$ cat src/rtl/calc_sequencer.sv
// Switch-driven 4-bit calculator controller: debounces ENTER, sequences A/B/OP entry,
// launches the external ALU with a done timeout, and multiplexes the 4-digit display.
module calc_sequencer #(
  parameter int DB_CYC   = 16,
  parameter int SCAN_DIV = 1000,
  parameter int TO_CYC   = 64
) (
  input  logic       clk,
  input  logic       rst_n,
  input  logic [3:0] sw_data,
  input  logic [1:0] sw_op,
  input  logic       sw_enter,
  input  logic       sw_clr,
  output logic [3:0] alu_a,
  output logic [3:0] alu_b,
  output logic [1:0] alu_op,
  output logic       alu_go,
  input  logic [7:0] alu_y,
  input  logic       alu_done,
  output logic [3:0] state_led,
  output logic       err,
  output logic [3:0] dig_en,
  output logic [3:0] dig_val
);

  localparam int DBW = $clog2(DB_CYC + 1);
  localparam int SCW = $clog2(SCAN_DIV);
  localparam int TOW = $clog2(TO_CYC);

  typedef enum logic [2:0] {
    ST_GET_A  = 3'd0,
    ST_GET_B  = 3'd1,
    ST_GET_OP = 3'd2,
    ST_EXEC   = 3'd3,
    ST_SHOW   = 3'd4
  } state_t;

  logic           sync1_r, sync2_r, db_level_r, enter_p_r;
  logic [DBW-1:0] db_cnt_r;
  state_t         state_r, state_nx_s;
  logic [3:0]     a_r, b_r, a_nx_s, b_nx_s;
  logic [1:0]     op_r, op_nx_s;
  logic [7:0]     y_r, y_nx_s;
  logic           err_r, err_nx_s, go_r, go_nx_s, timeout_s;
  logic [3:0]     led_r, led_nx_s;
  logic [TOW-1:0] to_cnt_r;
  logic [SCW-1:0] pre_r, pre_nx_s;
  logic [1:0]     idx_r, idx_nx_s;
  logic [3:0]     dig_en_r, dig_val_r, dig_val_nx_s;
  logic           wrap_s;

  // ENTER synchronizer, debounce counter and rising-edge pulse
  always_ff @(posedge clk or negedge rst_n) begin
    if (!rst_n) begin
      sync1_r    <= 1'b0;
      sync2_r    <= 1'b0;
      db_level_r <= 1'b0;
      db_cnt_r   <= {DBW{1'b0}};
      enter_p_r  <= 1'b0;
    end else begin
      sync1_r <= sw_enter;
      sync2_r <= sync1_r;
      if (sync2_r == db_level_r) begin
        db_cnt_r  <= {DBW{1'b0}};
        enter_p_r <= 1'b0;
      end else if (db_cnt_r == DBW'(DB_CYC - 1)) begin
        db_level_r <= sync2_r;
        db_cnt_r   <= {DBW{1'b0}};
        enter_p_r  <= sync2_r;
      end else begin
        db_cnt_r  <= db_cnt_r + {{(DBW-1){1'b0}}, 1'b1};
        enter_p_r <= 1'b0;
      end
    end
  end

  assign timeout_s = (to_cnt_r == TOW'(TO_CYC - 1));

  // State register
  always_ff @(posedge clk or negedge rst_n) begin
    if (!rst_n) state_r <= ST_GET_A;
    else        state_r <= state_nx_s;
  end

  // Next-state logic; clear overrides everything including a coincident ENTER
  always_comb begin
    state_nx_s = state_r;
    case (state_r)
      ST_GET_A:  state_nx_s = enter_p_r ? ST_GET_B  : ST_GET_A;
      ST_GET_B:  state_nx_s = enter_p_r ? ST_GET_OP : ST_GET_B;
      ST_GET_OP: state_nx_s = enter_p_r ? ST_EXEC   : ST_GET_OP;
      ST_EXEC:   state_nx_s = (alu_done || timeout_s) ? ST_SHOW : ST_EXEC;
      ST_SHOW:   state_nx_s = enter_p_r ? ST_GET_A  : ST_SHOW;
      default:   state_nx_s = ST_GET_A;
    endcase
    if (sw_clr) state_nx_s = ST_GET_A;
    else        state_nx_s = state_nx_s;
  end

  // Output/datapath next values; ALU_DONE takes priority over a simultaneous timeout
  always_comb begin
    a_nx_s   = a_r;
    b_nx_s   = b_r;
    op_nx_s  = op_r;
    y_nx_s   = y_r;
    err_nx_s = err_r;
    go_nx_s  = 1'b0;
    led_nx_s = 4'b0001;
    if (sw_clr) begin
      a_nx_s   = 4'h0;
      b_nx_s   = 4'h0;
      op_nx_s  = 2'b00;
      y_nx_s   = 8'h00;
      err_nx_s = 1'b0;
    end else begin
      case (state_r)
        ST_GET_A:  a_nx_s = enter_p_r ? sw_data : a_r;
        ST_GET_B:  b_nx_s = enter_p_r ? sw_data : b_r;
        ST_GET_OP: begin
          op_nx_s = enter_p_r ? sw_op : op_r;
          go_nx_s = enter_p_r;
        end
        ST_EXEC: begin
          if (alu_done) begin
            y_nx_s = alu_y;
          end else if (timeout_s) begin
            y_nx_s   = 8'hEE;
            err_nx_s = 1'b1;
          end else begin
            y_nx_s = y_r;
          end
        end
        ST_SHOW:   err_nx_s = enter_p_r ? 1'b0 : err_r;
        default:   go_nx_s = 1'b0;
      endcase
    end
    case (state_nx_s)
      ST_GET_A:  led_nx_s = 4'b0001;
      ST_GET_B:  led_nx_s = 4'b0010;
      ST_GET_OP: led_nx_s = 4'b0100;
      ST_EXEC:   led_nx_s = 4'b1000;
      ST_SHOW:   led_nx_s = 4'b1111;
      default:   led_nx_s = 4'b0001;
    endcase
  end

  // Operand/result registers, status outputs and EXEC timeout counter
  always_ff @(posedge clk or negedge rst_n) begin
    if (!rst_n) begin
      a_r      <= 4'h0;
      b_r      <= 4'h0;
      op_r     <= 2'b00;
      y_r      <= 8'h00;
      err_r    <= 1'b0;
      go_r     <= 1'b0;
      led_r    <= 4'b0001;
      to_cnt_r <= {TOW{1'b0}};
    end else begin
      a_r      <= a_nx_s;
      b_r      <= b_nx_s;
      op_r     <= op_nx_s;
      y_r      <= y_nx_s;
      err_r    <= err_nx_s;
      go_r     <= go_nx_s;
      led_r    <= led_nx_s;
      to_cnt_r <= (state_r == ST_EXEC && state_nx_s == ST_EXEC) ?
                  to_cnt_r + {{(TOW-1){1'b0}}, 1'b1} : {TOW{1'b0}};
    end
  end

  // Scan next values; digit content follows the post-edge state so DIG_VAL matches DIG_EN
  always_comb begin
    wrap_s   = (pre_r == SCW'(SCAN_DIV - 1));
    pre_nx_s = wrap_s ? {SCW{1'b0}} : pre_r + {{(SCW-1){1'b0}}, 1'b1};
    idx_nx_s = wrap_s ? idx_r + 2'd1 : idx_r;
    case (idx_nx_s)
      2'd0:    dig_val_nx_s = y_nx_s[3:0];
      2'd1:    dig_val_nx_s = y_nx_s[7:4];
      2'd2:    dig_val_nx_s = (state_nx_s == ST_GET_B) ? sw_data : b_nx_s;
      2'd3:    dig_val_nx_s = (state_nx_s == ST_GET_A) ? sw_data : a_nx_s;
      default: dig_val_nx_s = 4'h0;
    endcase
  end

  // Display prescaler, digit index and registered digit outputs
  always_ff @(posedge clk or negedge rst_n) begin
    if (!rst_n) begin
      pre_r     <= {SCW{1'b0}};
      idx_r     <= 2'd0;
      dig_en_r  <= 4'b1110;
      dig_val_r <= 4'h0;
    end else begin
      pre_r     <= pre_nx_s;
      idx_r     <= idx_nx_s;
      dig_en_r  <= ~(4'b0001 << idx_nx_s);
      dig_val_r <= dig_val_nx_s;
    end
  end

  assign alu_a     = a_r;
  assign alu_b     = b_r;
  assign alu_op    = op_r;
  assign alu_go    = go_r;
  assign err       = err_r;
  assign state_led = led_r;
  assign dig_en    = dig_en_r;
  assign dig_val   = dig_val_r;

endmodule

$ cat config.mk
export PLATFORM = sky130hd
export DESIGN_NAME = calc_sequencer
export DESIGN_NICKNAME = d
export VERILOG_FILES = /design/src/rtl/calc_sequencer.sv
export SDC_FILE = /design/constraint.sdc
export NUM_CORES = 1
export LEC_CHECK = 0
export BUFFER_PORTS_ARGS = -buffer_cell sky130_fd_sc_hd__buf_4
export CELL_PAD_IN_SITES_DETAIL_PLACEMENT = 0
export CELL_PAD_IN_SITES_GLOBAL_PLACEMENT = 2
export CORE_UTILIZATION = 29
export DETAILED_ROUTE_END_ITERATION = 6
export GPL_ROUTABILITY_DRIVEN = 0
export PLACE_DENSITY_LB_ADDON = 0.1
export SLEW_MARGIN = 10
export SYNTH_ARGS = -nofsm -noshare
export SYNTH_HDL_FRONTEND = slang
export SYNTH_SLANG_ARGS = --single-unit
$ cat constraint.sdc
create_clock -name clk -period 3.1 [get_ports clk]
set_input_delay 0.31 -clock clk [delete_from_list [all_inputs] [get_ports clk]]
set_output_delay 0.31 -clock clk [all_outputs]
set_load 0.02 [all_outputs]
; ---- After elaboration in Yosys (flattened, before gate mapping)
; Cells that the tools add are included.
; Widths: inputs -> output; s select.
[totals]
inputBits = 19
wordCells = 92
register_bits = 62
[op_classes]
shifts = 1
n_addsub = 4
muxes = 38
n_reduce_logical = 11
eq_ne = 18
bitwise = 2
[ops]
columns = operator, n
row1 = $mux 4, 8
row2 = $mux 8, 4
row3 = $pmux 4 s4, 2
row4 = $pmux 3 s5, 1
row5 = $eq 3x2->1 const B, 4
row6 = $add 10x1->10 const B, 1
row7 = $eq 10x10->1 const B, 1
row8 = $mux 1, 10
row9 = $mux 10, 1
row10 = $mux 2, 5
row11 = $mux 5, 2
row12 = $mux 3, 3
row13 = $ne 3x3->1 const B, 3
row14 = $add 6x1->6 const B, 1
row15 = $eq 3x1->1 const B, 2
row16 = $eq 3x3->1 const B, 2
row17 = $eq 6x6->1 const B, 1
row18 = $logic_not 3->1, 2
row19 = $mux 6, 1
row20 = $add 5x1->5 const B, 1
row21 = $eq 5x4->1 const B, 1
row22 = $eq 2x2->1 const B, 2
row23 = $not 4->4, 1
row24 = $reduce_and 2->1, 2
row25 = 12 further kinds, 13

; ---- Depth between registers and ports, before layout
; Gate-level depths: netlist of run 1.
[depth]
ltp_word = 8
depth_mapped = 7
mapped_depth_nobuf = 5

; ---- Least setup slack after synthesis of run 1
; Ideal clock, no wire load.
[synth_path]
path_kind = reg2reg
startpoint = reg to_cnt_r[0]
endpoint = reg dig_val_r[0], in the netlist dig_val[0]
t_arrival_ps = 1654
path_stages_with_launch = 6
period_less_slack_ps = 1781
path_slack_ps = 1319
t_required_ps = 2973
setup_time_ps = 127
cell_sequence = dfrtp_1 ha_1 nand4_4 o21a_1 a311o_1 a311o_1
[synth_via]
elab_chain_cells = 8
[synth_rtl]
columns = item, line_no
row1 = start: declaration, 46  ; logic [TOW-1:0] to_cnt_r;
row2 = start signal: assignment, 157  ; to_cnt_r <= {TOW{1'b0}};
row3 = start signal: assignment, 166  ; to_cnt_r <= (state_r == ST_EXEC && state_nx_s == ST_EXEC) ?
row4 = $eq 6x6->1 (*), 77  ; assign timeout_s = (to_cnt_r == TOW'(TO_CYC - 1));
row5 = $logic_or 1x1->1, 92  ; ST_EXEC: state_nx_s = (alu_done || timeout_s) ? ST_SHOW : ST_EXEC;
row6 = $mux 3, 92
row7 = $pmux 3 s5, 88  ; case (state_r)
row8 = $mux 3, 96  ; if (sw_clr) state_nx_s = ST_GET_A;
row9 = $eq 3x1->1 or $logic_not 3->1 (tied branches), "179, 180"
row10 = "$mux 4, on equally long branches", "179, 180"
row11 = $pmux 4 s4 (*), 176  ; case (idx_nx_s)
row12 = named net dig_val_nx_s[0], 49  ; logic [3:0] dig_en_r, dig_val_r, dig_val_nx_s;
row13 = end signal: assignment, 196  ; dig_val_r <= dig_val_nx_s;
row14 = end: declaration, 49
; The timed path passes the listed nets; every way through them passes the cells marked *.
; A chain may end at the register's enable or synchronous reset.

; ---- Worst setup path in the final report of run 1
[layout_path]
startpoint = reg state_r[1]
endpoint = reg dig_val_r[0], in the netlist dig_val[0]
[layout_via]
elab_chain_cells = 6
[layout_rtl]
columns = item, line_no
row1 = start: declaration, 40  ; state_t state_r, state_nx_s;
row2 = start signal: assignment, 82  ; else state_r <= state_nx_s;
row3 = "$eq 3x3->1, or another cell as far along", 88
row4 = $pmux 3 s5, 88
row5 = $mux 3, 96
row6 = $eq 3x1->1 or $logic_not 3->1 (tied branches), "179, 180"
row7 = "$mux 4, on equally long branches", "179, 180"
row8 = $pmux 4 s4 (*), 176
row9 = named net dig_val_nx_s[0], 49
; Marked as above.

==> metrics.json, run 1 <==
{
  "run_status": {"value": "finished clean"},
  "min_period_over_period": {"value": 70.4, "unit": "%"},
  "fin_tns_setup": {"value": 0, "unit": "ps"},
  "clock_sink_count": {"value": 62},
  "max_slew_margin": {"value": 47.3, "unit": "%"},
  "layout.nets": {"value": 354},
  "portBuffers": {"value": 42},
  "setup.worst_path.start": {"value": "state_r[1]"},
  "viasPerCell": {"value": 4.91},
  "cpMaxStageDelayCell": {"value": "dfrtp_1"},
  "die_x": {"value": 106, "unit": "um"},
  "post_layout_total_power": {"value": 1790, "unit": "uW"},
  "syn_area": {"value": 3120, "unit": "um2"},
  "cp_common_cell": {"value": "a311o_1"},
  "r2r_cells": {"value": 4},
  "antenna_cells": {"value": 0},
  "postSynthRegisterBits": {"value": 62},
  "cts_tree": {"value": "yes"},
  "largest_net_degree_at_the_start_of_global_routing": {"value": 63},
  "final_instance_area": {"value": 3810, "unit": "um2"},
  "grt_pass1_wl": {"value": 12.0, "unit": "mm"},
  "yosysSeqAreaShare": {"value": 49.9, "unit": "%"},
  "cts_resized": {"value": 0},
  "fin_worst_setup_slack": {"value": 918, "unit": "ps"},
  "cts-htree-levels": {"value": 3},
  "timing.final.setup_violations": {"value": 0},
  "worst_hold_slack": {"value": 48.7, "unit": "ps"},
  "grt_overflow_total": {"value": 0},
  "worst_setup_path_start_kind": {"value": "flop"},
  "hpwlAfterDp": {"value": 5.22, "unit": "mm"},
  "post_route_cells_drive_above_1_share": {"value": 24.3, "unit": "%"},
  "dieArea": {"value": 11200, "unit": "um2"},
  "starting_density": {"value": 30.1, "unit": "%"},
  "number_of_enable_type_register_cells_in_the_synthesized_netlist": {"value": 0},
  "required": {"value": 3320, "unit": "ps"},
  "total_setup_buffers_inserted_after_cts": {"value": 0},
  "final-max-slew-violation-count": {"value": 0},
  "grtUsageTotal": {"value": 14.1, "unit": "%"},
  "final_common_cell": {"value": "dfrtp_1"},
  "synth.avg_cell_area": {"value": 10.7, "unit": "um2"},
  "dr_total_vias": {"value": 2323},
  "synthCells": {"value": 292},
  "regToRegStartpoint": {"value": "state_r[1]"},
  "num_ports": {"value": 43},
  "worstPathArrival": {"value": 2410, "unit": "ps"},
  "vertical_extent_of_the_die": {"value": 106, "unit": "um"},
  "critical_path_endpoint_category": {"value": "flop"},
  "drt-initial-drc-count": {"value": 120},
  "cts_buffer_depth": {"value": 2},
  "power_density_over_cell_area": {"value": 470, "unit": "nW/um2"},
  "core_region_area": {"value": 10400, "unit": "um2"},
  "power.ir.vdd_worst": {"value": 0.240, "unit": "mV"},
  "cts_made_buffers": {"value": 9},
  "preCtsSetupSlack": {"value": 948, "unit": "ps"},
  "drt-pass1-iter-count": {"value": 4},
  "placedInstanceArea": {"value": 3550, "unit": "um2"},
  "hold_viol": {"value": 0},
  "worstHoldPathType": {"value": "in -> async"},
  "synthFlopType": {"value": "dfrtp_1"},
  "mappedNetlistNets": {"value": 314},
  "clk_transition_reported_paths": {"value": 80, "unit": "ps"},
  "number_of_global_route_vias_before_repair": {"value": 2221},
  "timing.critical_path.cells": {"value": "nand4b_2, o21a_1, a311o_1, a311o_1"},
  "final_period_minus_worst_setup_slack": {"value": 2180, "unit": "ps"},
  "skew_final": {"value": 8.87, "unit": "ps"},
  "worst_path_largest_cell_delay": {"value": 690, "unit": "ps"},
  "drt.antenna.violating_nets": {"value": 0},
  "core.rowCount": {"value": 37},
  "ys.warnings.count": {"value": 0},
  "detail_route.drc_violations": {"value": 0},
  "worst_slew_pin_slew": {"value": 791, "unit": "ps"},
  "async_reset_ff_share": {"value": 100, "unit": "%"},
  "leak_pwr": {"value": 0.00166, "unit": "uW"},
  "wl": {"value": 7.31, "unit": "mm"},
  "fillCellCount": {"value": 1056},
  "route.detailed.wl_per_inst": {"value": 15.5, "unit": "um"},
  "area_growth": {"value": 22.1, "unit": "%"},
  "maxClockFrequency": {"value": 0.458, "unit": "GHz"},
  "synth_cell_type_count": {"value": 58},
  "critical_path_peak_fanout": {"value": 17},
  "clk_latency": {"value": 340, "unit": "ps"},
  "timing.setup.critical_path_class": {"value": "reg -> reg"},
  "mostFrequentLayoutCells": {"value": "dfrtp_1 (58), buf_4 (43), nor2_1 (35)"},
  "cts_hold_buffers": {"value": 0},
  "rsz0062_at_grt": {"value": "false"},
  "cts_root_buf": {"value": "clkbuf_8"},
  "timing.max_cap.violations": {"value": 0},
  "grt_antenna_before_repair": {"value": 0}
}
[metal layers]
layer / part of all wire [%] / track usage [%] / wire length [um] / vias up
li1: - / - / - / 1138
met1: 51 / 19.9 / 3710 / 1122
met2: 43 / 20.3 / 3170 / 52
met3: 4.1 / 3.34 / 298 / 11
met4: 1.8 / 6.25 / 129 / 0
met5: 0 / 0 / 0 / -
[stage by stage]
step                std cells  util (%)
CTS                       473      36.8
finish                    473      36.8
detailed placement        457      34.3
global route              473      36.8
floorplan                 292         -
global placement          457      34.3
[final cells by class]
type	instances	area [um2]	share of cell area, %
Inverter	14	52.6	1.38
Multi-Input combinational cell	202	1450	38.1
Clock buffer	11	151	3.97
Timing Repair Buffer	43	323	8.47
Clock inverter	5	105	2.76
Tap cell	136	170	4.46
Sequential cell	62	1560	40.8
[Yosys cell counts (all sizes together), types with 5 or more instances]
library cell | number | area share (%)
o21ai | 5 | 0.80
nor2 | 36 | 4.4
and4 | 5 | 1.4
xor2 | 9 | 2.5
dfrtp | 58 | 47
clkbuf | 7 | 0.84
a221oi | 5 | 1.6
nor2b | 9 | 1.8
xnor2 | 5 | 1.4
a21oi | 6 | 1.3
nand3 | 8 | 1.3
and2 | 8 | 1.6
inv | 14 | 1.7
nand2 | 15 | 1.8
mux2i | 10 | 3.2
o211ai | 10 | 2.4
buf | 7 | 1.0
o21a | 12 | 2.9
[final timing paths]
path / endpoint / slack (ps)
min: to_cnt_r[2] / 50
min reg2reg: sync2_r / 360
min in group clk: sync1_r / 80
max in group asynchronous: pre_r[3] / 2530
max: dig_val[0] / 920
max reg2reg: dig_val[0] / 920
[state kept, by name, indices dropped and copies added, names as in the netlist]
signal	flops
db_cnt_r	5
idx_r	2
alu_a	4
err	1
pre_r	10
state_r	3
sync2_r	1
alu_op	2
enter_p_r	1
alu_b	4
to_cnt_r	6
y_r	8
sync1_r	1
dig_val	4
state_led	4
alu_go	1
dig_en	4
db_level_r	1
[critical path, delay by kind of cell (launching register included)]
kind            cells  cell delay (ps)
compound gates      3             1030
flops               1              690
simple gates        1              340
[report_power, final]
group	internal (uW)	switching, uW
sequential	813	2.95
combinational	21.8	38.2
clock	578	336
[kinds of logic after synthesis]
group                      count (synthesis)  synth area share, %
DFF                                       62                 49.9
and+or+nand+nor                          106                 20.3
AOI/OAI and AO/OA                         68                 17.6
buffers and inverters                     28                 3.57
xor gates and xnor gates                  14                 3.93
muxes                                     11                 3.57
adders and majority gates                  3                 1.20
No activity file was read; power rests on OpenSTA's default activity.
==> run 2, diff against run 1 <==
==> constraint.sdc (replaced) <==
create_clock -name clk -period 1.94 [get_ports clk]
set_input_delay 0.194 -clock clk [delete_from_list [all_inputs] [get_ports clk]]
set_output_delay 0.194 -clock clk [all_outputs]
set_load 0.02 [all_outputs]
==> metrics.json, run 2 (synthesis results as in run 1) <==
{
  "run_status": {"value": "finished clean"},
  "fillCellCount": {"value": 1063, "change": "+0.66%"},
  "required": {"value": 2150, "unit": "ps", "change": "-1170 ps"},
  "maxClockFrequency": {"value": 0.539, "unit": "GHz", "change": "+18%"},
  "portBuffers": {"value": 42, "change": "unchanged"},
  "worst_hold_slack": {"value": 106, "unit": "ps", "change": "+57.8 ps"},
  "drt.antenna.violating_nets": {"value": 0, "change": "unchanged"},
  "grt_overflow_total": {"value": 0, "change": "unchanged"},
  "timing.critical_path.cells": {"value": "or4b_1, a211o_1, o211ai_1, a211oi_2"},
  "regToRegStartpoint": {"value": "state_r[1]"},
  "critical_path_peak_fanout": {"value": 5, "change": "-12"},
  "reg2reg_to": {"value": "dig_val[2]"},
  "final_common_cell": {"value": "buf_4"},
  "critical-path-top-delay-family": {"value": "simple AND/OR/NAND/NOR gates"},
  "viasPerCell": {"value": 4.78, "change": "-2.7%"},
  "grt_antenna_before_repair": {"value": 0, "change": "unchanged"},
  "timing.max_cap.violations": {"value": 0, "change": "unchanged"},
  "layout.nets": {"value": 378, "change": "+6.8%"},
  "cts-htree-levels": {"value": 3, "change": "unchanged"},
  "timing.setup.critical_path_class": {"value": "reg -> reg"},
  "worstHoldPathType": {"value": "in -> reg"},
  "timing.final.setup_violations": {"value": 0, "change": "unchanged"},
  "core.rowCount": {"value": 37, "change": "unchanged"},
  "timing.critical_path.buf_inv": {"value": 0, "change": "unchanged"},
  "r2r_cells": {"value": 4, "change": "unchanged"},
  "power_density_over_cell_area": {"value": 594, "unit": "nW/um2", "change": "+26%"},
  "route.detailed.wl_per_inst": {"value": 15.2, "unit": "um", "change": "-1.6%"},
  "worst_setup_path_start_kind": {"value": "flop"},
  "detail_route.drc_violations": {"value": 0, "change": "unchanged"},
  "power.ir.vdd_worst": {"value": 0.246, "unit": "mV", "change": "+2.3%"},
  "mostFrequentLayoutCells": {"value": "buf_4 (64), dfrtp_1 (58), nor2_1 (35)"},
  "worst_slew_pin_slew": {"value": 826, "unit": "ps", "change": "+35.5 ps"},
  "skew_final": {"value": 8.27, "unit": "ps", "change": "-0.599 ps"},
  "number_of_global_route_vias_before_repair": {"value": 2390, "change": "+7.6%"},
  "num_ports": {"value": 43, "change": "unchanged"},
  "leak_pwr": {"value": 0.00174, "unit": "uW", "change": "+4.5%"},
  "max_flop_register": {"value": "pre_r"},
  "biggestRegsByFlops": {"value": "pre_r: 10 flops, y_r: 8 flops, to_cnt_r: 6 flops"},
  "worst_path_largest_cell_delay": {"value": 690, "unit": "ps", "change": "about the same"},
  "largest_net_degree_at_the_start_of_global_routing": {"value": 63, "change": "unchanged"},
  "hpwlAfterDp": {"value": 5.47, "unit": "mm", "change": "+4.8%"},
  "die_x": {"value": 106, "unit": "um", "change": "unchanged"},
  "area_growth": {"value": 26.5, "unit": "%"},
  "clk_latency": {"value": 330, "unit": "ps", "change": "about the same"},
  "max_slew_margin": {"value": 44.9, "unit": "%", "change": "-2.4 points"},
  "grtUsageTotal": {"value": 14.5, "unit": "%", "change": "+0.45 points"},
  "cts_buffer_depth": {"value": 2, "change": "unchanged"},
  "finalCoreUtilization": {"value": 38.1, "unit": "%", "change": "+1.3 points"},
  "drt-pass1-iter-count": {"value": 4, "change": "unchanged"},
  "drt-initial-drc-count": {"value": 84, "change": "-30%"},
  "clk_transition_reported_paths": {"value": 70, "unit": "ps", "change": "about the same"},
  "min_period_over_period": {"value": 95.6, "unit": "%", "change": "+25 points"},
  "cts_root_buf": {"value": "clkbuf_8"},
  "hold_viol": {"value": 0, "change": "unchanged"},
  "post_layout_total_power": {"value": 2350, "unit": "uW", "change": "+31%"},
  "wl": {"value": 7.56, "unit": "mm", "change": "+3.4%"},
  "whs_path_depth": {"value": 3},
  "cpMaxStageDelayCell": {"value": "or4b_1"},
  "largest_reg_flops": {"value": 10, "change": "unchanged"},
  "cts_made_buffers": {"value": 9, "change": "unchanged"},
  "worstPathArrival": {"value": 2060, "unit": "ps", "change": "-350 ps"},
  "grt_pass1_wl": {"value": 12.5, "unit": "mm", "change": "+4.3%"},
  "multi_input_area": {"value": 1490, "unit": "um2", "change": "+2.8%"},
  "clock_sink_count": {"value": 62, "change": "unchanged"},
  "reg2reg_slack": {"value": 80, "unit": "ps", "change": "-830 ps"},
  "starting_density": {"value": 30.1, "unit": "%", "change": "unchanged"},
  "critical_path_cell_count": {"value": 4, "change": "unchanged"},
  "core_region_area": {"value": 10400, "unit": "um2", "change": "unchanged"},
  "dr_total_vias": {"value": 2374, "change": "+2.2%"},
  "timing.critical_path.to": {"value": "dig_val[2]"},
  "vertical_extent_of_the_die": {"value": 106, "unit": "um", "change": "unchanged"},
  "post_route_cells_drive_above_1_share": {"value": 29.1, "unit": "%", "change": "+4.8 points"},
  "final_period_minus_worst_setup_slack": {"value": 1860, "unit": "ps", "change": "-327 ps"},
  "critical_path_endpoint_category": {"value": "flop"},
  "final-max-slew-violation-count": {"value": 0, "change": "unchanged"},
  "setup.worst_path.start": {"value": "state_r[1]"},
  "antenna_cells": {"value": 0, "change": "unchanged"},
  "sequential_cell_area": {"value": 1560, "unit": "um2", "change": "unchanged"},
  "cts_tree": {"value": "yes"},
  "dieArea": {"value": 11200, "unit": "um2", "change": "unchanged"}
}
-- run 2: worst min path at each step --
stage / start / to / slack, ps
global route: sw_op[0] / alu_op[0] / 120
CTS: sw_op[0] / alu_op[0] / 90
detailed placement: sw_enter / sync1_r / 310
global placement: sw_enter / sync1_r / 310
floorplan: rst_n / alu_a[0] / -100
finish: sw_op[0] / alu_op[0] / 110
-- run 2: power by group --
| group | switching (uW) | internal [uW] | total (uW) | leakage, uW |
|---|---|---|---|---|
| Sequential | 4.72 | 1300 | 1310 | 0.000831 |
| Combinational | 64.3 | 40.4 | 105 | 0.000829 |
| Clock | 473 | 462 | 936 | 0.0000784 |
-- run 2: final cells by class --
cell class              count  area share [%]
repair buffers             67            13.2
clock buffers              14            3.61
flip-flops and latches     62            39.4
clock inverters             2           0.254
well taps                 136            4.31
multi-input cells         202            37.9
inverters                  14            1.33
-- run 2: worst reg2reg max path: stages, from the launching register on --
cell and delay [ps]:
dfrtp_1 470, or4b_1 690, a211o_1 320, o211ai_1 150, a211oi_2 110
-- run 2: stage by stage --
stage | instance area, um2 | cells | setup slack, ps | TNS (ps)
final | 3950 | 497 | 84.7 | 0
after global routing | 3950 | 497 | -33.0 | -92.4
after CTS | 3900 | 496 | 28.0 | 0
after detailed placement | 3720 | 478 | -42.9 | -103
after global placement | 3720 | 478 | 63.1 | 0
after floorplan | 3120 | 292 | 159 | 0
-- run 2: timing repair --
item                       CTS  global route
setup buffers                0             1
hold buffers                 2             0
setup endpoints to repair    4             4
gates cloned                 0             0
hold endpoints to repair    53             0
resized for setup            1             6
-- run 2: per-layer routing --
metal / vias up / part of all wire [%] / GRT usage [%]
met2: 39 / 43 / 21.3
li1: 1191 / - / -
met4: 0 / 1.1 / 5.06
met3: 10 / 4.1 / 3.71
met5: - / 0 / 0
met1: 1134 / 51 / 20.6
